--- src/rtl/lsu_align_unit.sv ---
// lsu_align_unit: load/store alignment unit between execute and a word-wide
// data bus. Issues one aligned beat, or two beats when an access crosses a
// bus-word boundary, and merges/extends the returned load data by funct3.
//
// Optional build macro LSU_MISALIGN_TRAP_EN: misaligned accesses fault
// without touching the bus, and the second-beat path is not built.
module lsu_align_unit #(
    parameter int XLEN     = 32,
    parameter bit RESP_REG = 1'b1
) (
    input  logic              clk,
    input  logic              rst,
    input  logic              req_valid,
    output logic              req_ready,
    input  logic              req_we,
    input  logic [2:0]        req_funct3,
    input  logic [XLEN-1:0]   req_addr,
    input  logic [XLEN-1:0]   req_wdata,
    output logic              mem_valid,
    input  logic              mem_ready,
    output logic              mem_we,
    output logic [XLEN-1:0]   mem_addr,
    output logic [XLEN-1:0]   mem_wdata,
    output logic [XLEN/8-1:0] mem_wstrb,
    input  logic              mem_rvalid,
    input  logic [XLEN-1:0]   mem_rdata,
    output logic              resp_valid,
    output logic [XLEN-1:0]   resp_rdata,
    output logic              resp_fault
);

    localparam int NB   = XLEN / 8;
    localparam int OFFW = $clog2(NB);

    typedef enum logic [2:0] {
        S_IDLE,
        S_REQ0,
        S_RSP0,
        S_REQ1,
        S_RSP1,
        S_DONE
    } state_t;

    state_t            state_q, state_d;
    logic              we_q, we_d;
    logic [2:0]        funct3_q, funct3_d;
    logic [OFFW-1:0]   off_q, off_d;
    logic              split_q, split_d;
    logic [XLEN-1:0]   wdata_hi_q, wdata_hi_d;
    logic [NB-1:0]     wstrb_hi_q, wstrb_hi_d;
    logic [XLEN-1:0]   rdata0_q, rdata0_d;
    logic              mem_we_q, mem_we_d;
    logic [XLEN-1:0]   mem_addr_q, mem_addr_d;
    logic [XLEN-1:0]   mem_wdata_q, mem_wdata_d;
    logic [NB-1:0]     mem_wstrb_q, mem_wstrb_d;
    logic [XLEN-1:0]   resp_rdata_q, resp_rdata_d;
    logic              resp_fault_q, resp_fault_d;

    // Request decode signals (valid only while a request is presented).
    logic [OFFW-1:0]   req_off;
    logic [3:0]        req_size;
    logic [NB-1:0]     req_mask;
    logic              req_legal;
    logic              req_bad;
    logic              req_split;
    logic [2*NB-1:0]   strb_full;
    logic [2*XLEN-1:0] wdata_full;

    // Load merge signals.
    logic [XLEN-1:0]   merge_lo, merge_hi, raw, keep, fill, load_data;
    logic              sign_bit;

    logic              last_rsp;
    logic              comb_resp;

    // Decode size/legality of the incoming request and pre-shift both beats.
    always_comb begin
        req_off  = req_addr[OFFW-1:0];
        req_size = 4'd1 << req_funct3[1:0];
        case (req_funct3[1:0])
            2'd0:    req_mask = NB'(8'h01);
            2'd1:    req_mask = NB'(8'h03);
            2'd2:    req_mask = NB'(8'h0F);
            default: req_mask = '1;
        endcase
        req_legal = (req_funct3 != 3'd7)
                 && !(req_we && req_funct3[2])
                 && ((XLEN == 64) || ((req_funct3 != 3'd3) && (req_funct3 != 3'd6)));
        // Low half feeds beat 0, high half is what spills into beat 1.
        strb_full  = {{NB{1'b0}}, req_mask} << req_off;
        wdata_full = {{XLEN{1'b0}}, req_wdata} << {req_off, 3'b000};
`ifdef LSU_MISALIGN_TRAP_EN
        req_bad   = !req_legal || ((req_off & OFFW'(req_size - 4'd1)) != '0);
        req_split = 1'b0;
`else
        req_bad   = !req_legal;
        req_split = (int'(req_off) + int'(req_size)) > NB;
`endif
    end

    // Merge the one or two read beats and sign/zero-extend by funct3.
    always_comb begin
        merge_lo = split_q ? rdata0_q : mem_rdata;
        merge_hi = split_q ? mem_rdata : '0;
        raw      = XLEN'({merge_hi, merge_lo} >> {off_q, 3'b000});
        case (funct3_q[1:0])
            2'd0: begin
                keep     = XLEN'(8'hFF);
                sign_bit = raw[7];
            end
            2'd1: begin
                keep     = XLEN'(16'hFFFF);
                sign_bit = raw[15];
            end
            2'd2: begin
                keep     = XLEN'(32'hFFFF_FFFF);
                sign_bit = raw[31];
            end
            default: begin
                keep     = '1;
                sign_bit = raw[XLEN-1];
            end
        endcase
        fill      = {XLEN{!funct3_q[2] && sign_bit}};
        load_data = (raw & keep) | (fill & ~keep);
    end

    // Next-state and datapath register updates for the beat sequencer.
    always_comb begin
        // NOTE: every _d starts as its _q so no path through this block can
        // leave a variable unassigned and infer a latch.
        state_d      = state_q;
        we_d         = we_q;
        funct3_d     = funct3_q;
        off_d        = off_q;
        split_d      = split_q;
        wdata_hi_d   = wdata_hi_q;
        wstrb_hi_d   = wstrb_hi_q;
        rdata0_d     = rdata0_q;
        mem_we_d     = mem_we_q;
        mem_addr_d   = mem_addr_q;
        mem_wdata_d  = mem_wdata_q;
        mem_wstrb_d  = mem_wstrb_q;
        resp_rdata_d = resp_rdata_q;
        resp_fault_d = resp_fault_q;

        case (state_q)
            S_IDLE: begin
                if (req_valid) begin
                    we_d         = req_we;
                    funct3_d     = req_funct3;
                    off_d        = req_off;
                    split_d      = req_split;
                    resp_fault_d = req_bad;
                    resp_rdata_d = '0;
                    if (req_bad) begin
                        state_d = S_DONE;
                    end else begin
                        state_d     = S_REQ0;
                        mem_we_d    = req_we;
                        mem_addr_d  = req_addr & ~XLEN'(NB - 1);
                        mem_wdata_d = req_we ? wdata_full[XLEN-1:0] : '0;
                        mem_wstrb_d = req_we ? strb_full[NB-1:0] : '0;
                        wdata_hi_d  = req_we ? wdata_full[2*XLEN-1:XLEN] : '0;
                        wstrb_hi_d  = req_we ? strb_full[2*NB-1:NB] : '0;
                    end
                end
            end
            S_REQ0: begin
                if (mem_ready) state_d = S_RSP0;
            end
            S_RSP0: begin
                if (mem_rvalid) begin
                    rdata0_d = mem_rdata;
                    if (split_q) begin
                        state_d     = S_REQ1;
                        mem_addr_d  = mem_addr_q + XLEN'(NB);
                        mem_wdata_d = wdata_hi_q;
                        mem_wstrb_d = wstrb_hi_q;
                    end else begin
                        resp_rdata_d = we_q ? '0 : load_data;
                        resp_fault_d = 1'b0;
                        state_d      = RESP_REG ? S_DONE : S_IDLE;
                    end
                end
            end
`ifdef LSU_MISALIGN_TRAP_EN
            // Second-beat states are unreachable: nothing ever splits.
`else
            S_REQ1: begin
                if (mem_ready) state_d = S_RSP1;
            end
            S_RSP1: begin
                if (mem_rvalid) begin
                    resp_rdata_d = we_q ? '0 : load_data;
                    resp_fault_d = 1'b0;
                    state_d      = RESP_REG ? S_DONE : S_IDLE;
                end
            end
`endif
            S_DONE:  state_d = S_IDLE;
            default: state_d = S_IDLE;
        endcase
    end

    // State and datapath registers; reset abandons any transaction in flight.
    always_ff @(posedge clk or posedge rst) begin
        // NOTE: non-blocking assignments so every register samples the
        // pre-edge values, independent of statement order.
        if (rst) begin
            state_q      <= S_IDLE;
            we_q         <= 1'b0;
            funct3_q     <= '0;
            off_q        <= '0;
            split_q      <= 1'b0;
            wdata_hi_q   <= '0;
            wstrb_hi_q   <= '0;
            rdata0_q     <= '0;
            mem_we_q     <= 1'b0;
            mem_addr_q   <= '0;
            mem_wdata_q  <= '0;
            mem_wstrb_q  <= '0;
            resp_rdata_q <= '0;
            resp_fault_q <= 1'b0;
        end else begin
            state_q      <= state_d;
            we_q         <= we_d;
            funct3_q     <= funct3_d;
            off_q        <= off_d;
            split_q      <= split_d;
            wdata_hi_q   <= wdata_hi_d;
            wstrb_hi_q   <= wstrb_hi_d;
            rdata0_q     <= rdata0_d;
            mem_we_q     <= mem_we_d;
            mem_addr_q   <= mem_addr_d;
            mem_wdata_q  <= mem_wdata_d;
            mem_wstrb_q  <= mem_wstrb_d;
            resp_rdata_q <= resp_rdata_d;
            resp_fault_q <= resp_fault_d;
        end
    end

    // With an unregistered response the final RSP beat completes directly.
    assign last_rsp  = ((state_q == S_RSP0) && !split_q) || (state_q == S_RSP1);
    assign comb_resp = !RESP_REG && last_rsp && mem_rvalid;

    assign req_ready  = (state_q == S_IDLE);
    assign mem_valid  = (state_q == S_REQ0) || (state_q == S_REQ1);
    assign mem_we     = mem_we_q;
    assign mem_addr   = mem_addr_q;
    assign mem_wdata  = mem_wdata_q;
    assign mem_wstrb  = mem_wstrb_q;
    assign resp_valid = (state_q == S_DONE) || comb_resp;
    assign resp_rdata = comb_resp ? (we_q ? '0 : load_data) : resp_rdata_q;
    assign resp_fault = comb_resp ? 1'b0 : resp_fault_q;

endmodule

--- config.mk ---
export PLATFORM = sky130hd
export DESIGN_NAME = lsu_align_unit
export DESIGN_NICKNAME = d
export VERILOG_FILES = /design/src/rtl/lsu_align_unit.sv
export SDC_FILE = /design/constraint.sdc
export NUM_CORES = 1
export LEC_CHECK = 0
export BUFFER_PORTS_ARGS = -buffer_cell sky130_fd_sc_hd__buf_2
export CORE_ASPECT_RATIO = 2
export CORE_MARGIN = 2
export CORE_UTILIZATION = 46
export DETAILED_ROUTE_END_ITERATION = 12
export PLACE_DENSITY = 0.66
export SKIP_CTS_REPAIR_TIMING = 1
export SLEW_MARGIN = 10
export SYNTH_ARGS = -nofsm -noshare
export SYNTH_HDL_FRONTEND = slang
export SYNTH_SLANG_ARGS = --single-unit
--- constraint.sdc ---
create_clock -name clk -period 18.4 [get_ports clk]
set_clock_uncertainty 0.1 [all_clocks]
set_input_delay 3.68 -clock clk [delete_from_list [all_inputs] [get_ports clk]]
set_output_delay 3.68 -clock clk [all_outputs]
set_load 0.01 [all_outputs]
==> results of run 1 <==
## final cells by class
| type | instances | area [um^2] | share of cell area [%] |
|---|---|---|---|
| clock buffers | 20 | 466.7 | 4.193 |
| inverters | 10 | 42.54 | 0.3822 |
| clock inverters | 11 | 137.6 | 1.237 |
| multi-input cells | 711 | 4792 | 43.06 |
| well taps | 266 | 332.8 | 2.990 |
| repair buffers | 219 | 1126 | 10.12 |
| flip-flops and latches | 169 | 4232 | 38.02 |
## power by group
part	leakage (uW)	internal (uW)	switching, uW
Clock	0.000288	213	157
Combinational	0.00287	366	454
Sequential	0.00214	543	145
## stage by stage
stage	util, %	total power [uW]	instance area (um^2)
floorplan	-	1258	9443
global placement	51.91	1503	10530
detailed placement	51.91	1522	10530
CTS	54.89	1896	11130
global route	54.89	2015	11130
finish	54.89	1878	11130
## flip-flops by register name (all words and copies together) (netlist names)
register	cells
wdata_hi_q	24
rdata0_q	32
mem_we	1
mem_wstrb	4
funct3_q	3
we_q	1
resp_rdata	32
split_q	1
off_q	2
wstrb_hi_q	3
resp_fault	1
state_q	3
mem_addr	30
mem_wdata	32
## worst max-delay path: stages (launching register included)
cell and delay (ns):
sky130_fd_sc_hd__dfrtp_1 0.62, sky130_fd_sc_hd__nor2b_1 0.34, sky130_fd_sc_hd__and2_1 0.17, sky130_fd_sc_hd__buf_2 0.14
## Yosys cell counts (all sizes together), types with 12 or more instances
master and count:
a21oi 64, mux4 15, a22o 17, a221oi 16, nand3 42, o22ai 12, buf 48, nor3 14
clkbuf 30, nand2 107, o21ai 70, dfrtp 169, a2bb2oi 18, mux2 40, nor2 114, a211o 14
o31ai 13, mux2i 74
## per-layer routing
layer  vias to the layer above  GRT usage [%]
met5                         -              0
met4                         0          14.71
met3                        74          5.620
met2                       267          45.74
met1                      3926          28.72
li1                       3867              -
## logic make-up (layout without fill, tap and decap cells)
| logic type | after synthesis | in the layout | share of synthesized area [%] |
|---|---|---|---|
| compound gates | 263 | 263 | 18.76 |
| fa+ha+maj | 4 | 4 | 0.6098 |
| buf+inv | 88 | 260 | 4.507 |
| flops | 169 | 169 | 44.80 |
| mux | 129 | 129 | 16.20 |
| other cells | 1 | 2 | 0.03973 |
| simple gates | 313 | 313 | 15.09 |
## cells in the final DEF (no fill, tap or decap), types with 3 or more instances in the layout
| cell type | instances |
|---|---|
| sky130_fd_sc_hd__buf_2 | 207 |
| sky130_fd_sc_hd__dfrtp_1 | 167 |
| sky130_fd_sc_hd__nor2_1 | 113 |
| sky130_fd_sc_hd__nand2_1 | 105 |
| sky130_fd_sc_hd__mux2i_1 | 74 |
| sky130_fd_sc_hd__a21oi_1 | 64 |
| sky130_fd_sc_hd__o21ai_0 | 61 |
| sky130_fd_sc_hd__nand3_1 | 41 |
| sky130_fd_sc_hd__mux2_2 | 39 |
| sky130_fd_sc_hd__a2bb2oi_1 | 18 |
| sky130_fd_sc_hd__a22o_1 | 17 |
| sky130_fd_sc_hd__clkbuf_16 | 17 |
| sky130_fd_sc_hd__a221oi_1 | 16 |
| sky130_fd_sc_hd__mux4_2 | 15 |
| sky130_fd_sc_hd__a211o_1 | 14 |
| sky130_fd_sc_hd__o22ai_1 | 12 |
| sky130_fd_sc_hd__o31ai_1 | 12 |
| sky130_fd_sc_hd__nor3_1 | 12 |
| sky130_fd_sc_hd__buf_4 | 12 |
| sky130_fd_sc_hd__o21ai_1 | 8 |
| sky130_fd_sc_hd__and2_1 | 7 |
| sky130_fd_sc_hd__inv_1 | 7 |
| sky130_fd_sc_hd__a211oi_1 | 7 |
| sky130_fd_sc_hd__o221a_2 | 7 |
| sky130_fd_sc_hd__and3_1 | 6 |
| sky130_fd_sc_hd__nand4_1 | 6 |
| sky130_fd_sc_hd__o211ai_1 | 5 |
| sky130_fd_sc_hd__a31o_2 | 4 |
| sky130_fd_sc_hd__inv_6 | 4 |
| sky130_fd_sc_hd__o2bb2ai_1 | 4 |
| sky130_fd_sc_hd__nand2b_1 | 3 |
| sky130_fd_sc_hd__nor2b_1 | 3 |
| sky130_fd_sc_hd__ha_1 | 3 |
| sky130_fd_sc_hd__clkinvlp_4 | 3 |
| sky130_fd_sc_hd__clkbuf_8 | 3 |
## worst min-delay path by stage
stage,cells after the start,slack [ns],end,start
detailed placement,2,0.37,mem_wdata[22],mem_wdata[22]
floorplan,2,0.35,wdata_hi_q[3],wdata_hi_q[3]
finish,2,0.37,mem_wdata[23],mem_wdata[23]
global placement,2,0.36,mem_wdata[23],mem_wdata[23]
global route,1,0.40,resp_rdata[9],resp_rdata[9]
CTS,2,0.38,mem_wdata[22],mem_wdata[22]
==> parameters.txt, run 1 <==
Parameter                              Value

Global route
  Number of global-route vias before repair    8195
  Global-route usage over all layers    25.94%
  Maximum number of pins on one net before global-route repair    107
  First-pass GRT wire length    43.81 mm
  GRT Residual Overflow    0
  Antenna violations before repair    0

Critical path
  Endpoint of the worst-slack reg-to-reg timing path    resp_rdata[31]
  Timing endpoint of the critical path    resp_valid
  Data required time at the worst endpoint    14.62 ns
  Startpoint of the most critical register-to-register path    split_q
  Maximum fanout along the worst path    13
  Class of the most critical setup path    flop to output pin
  FF-to-FF setup slack    15.59 ns
  Worst setup path start    state_q[2]
  Critical path arrival    1.72 ns
  Worst r2r path cells    6
  Category of the worst setup path launch point    flop
  Sort of element at the end of the critical path    output pin

Synth
  Cells taking the most area after synthesis    sky130_fd_sc_hd__dfrtp_1 45%, sky130_fd_sc_hd__mux2i_1 7.8%, sky130_fd_sc_hd__mux2_2 4.7%
  Count of different cell masters after synthesis    64
  Syn Inst Count    967
  Share of flip-flops with an asynchronous set or reset    100.0%
  Top cell type's share of synthesized area    44.80%
  Mean post-synth cell area    9.761 um^2
  Synthesized flop and latch total    169
  Share of the yosys chip area belonging to registers    44.80%
  Warnings from Yosys    0
  Dominant cell type by area after synthesis    sky130_fd_sc_hd__dfrtp_1
  Area of the mapped netlist    9439 um^2
  Count of flip-flops with a built-in enable after synthesis    0
  Top FF cell, synth    sky130_fd_sc_hd__dfrtp_1

Die
  Std-Cell Core Area    20280 um^2
  Horizontal die dimension    105.3 um
  Initial Util    46.55%
  Total die area    21750 um^2
  Standard-cell row count    74
  Boundary Pins    210
  Floorplan die height    206.6 um

Clocking
  Clock tree from TritonCTS    done
  Sink count of the clock tree    169
  Later-pin clock latency in the skew report    0.44 ns
  Number of levels in the clock H-tree    4
  Clock tree buffer depth    2
  Clock root buffer    sky130_fd_sc_hd__clkbuf_16
  Clock transition at path regs    0.07 ns
  CTS buffer count    17

STA
  Maximum clock rate    181.8 MHz
  Final setup violation count    0
  Slew Viols, Final    0
  Slew Limit Headroom    35.84%
  Number of endpoints with negative hold slack in the final report    0
  Slew at the pin with the worst max-slew slack    0.9624 ns
  RSZ-0062 raised after global routing    no
  Final critical-path share of the clock period    29.90%
  Accumulated negative setup slack    0 ns
  Worst hold margin    0.3738 ns
  Min Clock Period, post-route    5.501 ns
  Minimum setup slack in the final design    12.90 ns

Power and ir drop
  Power density relative to cell area    168.7 nW/um^2
  IR drop worst, VDD    92.71 uV
  Leak pwr    0.005299 uW

Detailed routing
  Number of vias per cell after detailed routing    5.785
  Final routed DRC violation total    0
  Total routed wirelength    27.45 mm
  M1 WL    10.09 mm
  Met2 Wirelength    14.53 mm
  Final ANT Viol Nets    0
  Number of DRC markers after the initial detailed-route iteration    341
  Number of optimization iterations in the first detailed-route pass    5
  DR WL/cell    19.53 um
  Highest routing layer actually used    met4
  Via count    8134
  Met3 WL    1.390 mm

Cells and area
  Post-synthesis to final-layout area growth    17.91%
  Filler cells    1896
  Inserted Diodes    0
  Fin cells    1406
  Number of nets in the final layout    1237
  Ratio of cells with drive above 1 in the final layout    29.39%

Place
  Count of buffers from port buffering    207
  Weighted congestion at the end of routability-driven global placement    0.9089
  Detailed Place HPWL    19.35 mm
  Minimum setup slack after placement    12.48 ns
  Placed cell count    1375

Hold path
  Hold/Removal Path Class    flop to flop

Run
  Number of max-cap violations    0

Status
  Outcome    completed
No activity file was read; power rests on OpenSTA's default activity.
==> inputs of run 2 (changes only) <==
- ABC_AREA: unset -> 1
- PLACE_DENSITY: 0.66 -> 0.69
- clock period: 18.4 -> 4.8 ns (I/O delays scaled with it)
==> parameters.txt, run 2 <==
Parameter                              Value

Status
  Outcome    completed

Global route
  Number of global-route vias before repair    9956 (+21%)
  Met1 usage in global routing    31.64% (+2.9 points)
  First-pass GRT wire length    52.25 mm (+19%)
  Maximum number of pins on one net before global-route repair    170 (+59%)
  Antenna violations before repair    2 (+2)
  Global-route usage over all layers    29.78% (+3.8 points)
  Most utilized layer in the global route result    met2
  GRT Residual Overflow    0 (unchanged)
  Met2 Use GR    52.80% (+7.1 points)
  Met3 capacity usage during global routing    5.076% (-0.54 points)

Detailed routing
  DR WL/cell    17.73 um (-9.2%)
  Number of optimization iterations in the first detailed-route pass    6 (+1)
  Final ANT Viol Nets    0 (unchanged)
  Final routed DRC violation total    0 (unchanged)
  Number of vias per cell after detailed routing    5.445 (-5.9%)
  Number of DRC markers after the initial detailed-route iteration    677 (+99%)
  Total routed wirelength    33.62 mm (+22%)
  Via count    10320 (+27%)

Power and ir drop
  Power density relative to cell area    642.2 nW/um^2 (+280%)
  Total power after layout    7600 uW (+300%)
  IR drop worst, VDD    299.3 uV (+220%)
  Leak pwr    0.006091 uW (+15%)

STA
  Maximum clock rate    342.0 MHz
  Number of endpoints with negative hold slack in the final report    0 (unchanged)
  RSZ-0062 raised after global routing    no
  Slew Viols, Final    0 (unchanged)
  Final setup violation count    0 (unchanged)
  Slew Limit Headroom    21.01% (-15 points)
  Slew at the pin with the worst max-slew slack    1.183 ns (+0.2211 ns)
  Accumulated negative setup slack    0 ns (unchanged)
  Min Clock Period, post-route    2.924 ns
  Final critical-path share of the clock period    60.92%

Clocking
  Number of levels in the clock H-tree    4 (unchanged)
  Clock root buffer    sky130_fd_sc_hd__clkbuf_16
  CTS buffer count    17 (unchanged)
  Sink count of the clock tree    169 (unchanged)
  Clock tree buffer depth    2 (unchanged)
  Clock tree from TritonCTS    done
  Clock transition at path regs    0.06 ns (about the same)
  Later-pin clock latency in the skew report    0.46 ns (+0.02 ns)

Synth
  Synthesized flop and latch total    169 (unchanged)
  Syn Inst Count    1453 (+50%)
  Warnings from Yosys    0 (unchanged)
  Count of different cell masters after synthesis    43 (-33%)
  Dominant cell type by area after synthesis    sky130_fd_sc_hd__dfrtp_1
  Synth top cells by count    485 x sky130_fd_sc_hd__nand2_1, 169 x sky130_fd_sc_hd__dfrtp_1, 162 x sky130_fd_sc_hd__o21ai_0
  Area of the mapped netlist    10100 um^2 (+7.0%)
  Synth Area in Compound Gates    14.86% (-3.9 points)
  Cells taking the most area after synthesis    sky130_fd_sc_hd__dfrtp_1 42%, sky130_fd_sc_hd__nand2_1 18%, sky130_fd_sc_hd__o21ai_0 8.0%
  Top FF cell, synth    sky130_fd_sc_hd__dfrtp_1
  Top cell type's share of synthesized area    41.87% (-2.9 points)
  Post-synthesis share of cell area spent on xor and xnor gates    0.2601% (+0.26 points)
  Area share of and/or/nand/nor cells after synthesis    33.17% (+18 points)
  Share of flip-flops with an asynchronous set or reset    100.0% (unchanged)
  Most used standard cell by instance count after synthesis    sky130_fd_sc_hd__nand2_1
  Adder-cell area share of the yosys netlist    0.5698% (-0.040 points)
  Count of flip-flops with a built-in enable after synthesis    0 (unchanged)
  Multiplexer share of the synthesized area    2.490% (-14 points)
  Mean post-synth cell area    6.952 um^2 (-29%)
  Combinational family with the most area after synthesis    simple AND/OR/NAND/NOR gates
  Share of the yosys chip area belonging to registers    41.87% (-2.9 points)

Die
  Standard-cell row count    76 (+2.7%)
  Boundary Pins    210 (unchanged)
  Floorplan die height    213.6 um (+3.4%)
  Std-Cell Core Area    21590 um^2 (+6.5%)
  Initial Util    46.79% (+0.24 points)
  Total die area    23230 um^2 (+6.8%)
  Horizontal die dimension    108.8 um (+3.3%)

Critical path
  Category of cells accounting for the largest share of critical-path delay    simple AND/OR/NAND/NOR gates
  Maximum fanout along the worst path    65 (+52)
  Sort of element at the end of the critical path    flop
  Crit path buf inv count    1 (unchanged)
  Stage delay of the slowest cell on the critical path    0.81 ns (+0.19 ns)
  Critical path arrival    3.12 ns (+1.40 ns)
  Category of the worst setup path launch point    flop
  Number of cells on the critical path    5 (+2)
  Critical-path cell list    nor3_4 > nand2_1 > nand3_2 > buf_4 > o21ai_0
  Class of the most critical setup path    flop to flop
  Data required time at the worst endpoint    5.00 ns (-9.62 ns)
  Worst r2r path cells    5 (-1)
  Library cell contributing the largest single delay on the critical path    sky130_fd_sc_hd__nor3_4

Cells and area
  Filler cells    2138 (+13%)
  Final design instance area without fill    11840 um^2 (+6.3%)
  Post-synthesis to final-layout area growth    17.17%
  Most common cell after layout, fill and taps aside    sky130_fd_sc_hd__nand2_1
  Highest-count cells in the layout ignoring fill and taps    485 x sky130_fd_sc_hd__nand2_1, 207 x sky130_fd_sc_hd__buf_2, 169 x sky130_fd_sc_hd__dfrtp_1
  Number of nets in the final layout    1715 (+39%)
  Ratio of cells with drive above 1 in the final layout    18.59% (-11 points)

Run
  Number of max-cap violations    0 (unchanged)

Place
  Detailed Place HPWL    23.96 mm (+24%)
  Weighted congestion at the end of routability-driven global placement    0.9389 (+3.3%)
  Area after DPL    11220 um^2 (+6.6%)
  Count of buffers from port buffering    207 (unchanged)

Hold path
  Hold/Removal Path Class    flop to flop
  Min-Delay Path Depth    2 (unchanged)
## run 2: cell count changes after synthesis, sizes merged, moves of 17 or more
cell / change
nand3: +68
nor2: +50
a2bb2oi: -18
mux2: -23
o21ai: +95
a22o: -17
mux2i: -68
nand2: +380
or2: +19
inv: +68
clkbuf: +22
## run 2: cells by family after synthesis
| group | Yosys count |
|---|---|
| adders and majority gates | 4 |
| buffers and inverters | 166 |
| muxes | 23 |
| DFF | 169 |
| other | 1 |
| AOI/OAI and AO/OA | 280 |
| and+or+nand+nor | 807 |
| xor gates and xnor gates | 3 |
## run 2: where the power goes
group          total (uW)  internal [uW]  switching, uW
clock                1460            847            611
sequential           2510           2010            495
combinational        3630           1190           2440
total                7600           4050           3550
## run 2: metrics by stage
step                      setup WS, ns  util [%]  instances  hold slack [ns]
after floorplan                  1.585         -       1454           0.3479
after global placement           1.567     51.96       1860           0.3593
after detailed placement         1.527     51.96       1860           0.3621
after CTS                        1.862     54.78       1892           0.3795
after global routing             1.641     54.79       1893           0.4055
final                            1.876     54.83       1896           0.3778
## run 2: layout make-up
class	count	area, um^2	area share (%)
clock buffer	22	464.2	3.922
antenna	4	10.01	0.08458
tap	273	341.6	2.886
multi-input combinational	1119	5200	43.94
timing repair buffer	220	1146	9.684
clock inverter	10	143.9	1.216
inverter	79	300.3	2.537
sequential	169	4229	35.73
## run 2: final timing paths
kind / slack, ns / from / to
min reg2reg: 0.38 / resp_rdata[5] / resp_rdata[5]
max: 1.88 / state_q[0] / mem_wdata[8]
max in group asynchronous: 3.20 / rst / rdata0_q[24]
max reg2reg: 1.88 / state_q[0] / mem_wdata[8]
min in group asynchronous: 0.61 / rst / resp_rdata[17]
min: 0.38 / resp_rdata[5] / resp_rdata[5]
## run 2: metal layers
| layer | up-vias | wire length (um) |
|---|---|---|
| met5 | - | 0 |
| met4 | 0 | 2258 |
| met3 | 103 | 1721 |
| met2 | 379 | 17650 |
| met1 | 4806 | 11990 |
| li1 | 5036 | - |
## run 2: worst reg2reg max path: stages (launching register included)
cell                      delay [ns]
sky130_fd_sc_hd__dfrtp_1        0.49
sky130_fd_sc_hd__nor3_4         0.81
sky130_fd_sc_hd__nand2_1        0.20
sky130_fd_sc_hd__nand3_2        0.31
sky130_fd_sc_hd__buf_4          0.58
sky130_fd_sc_hd__o21ai_0        0.27
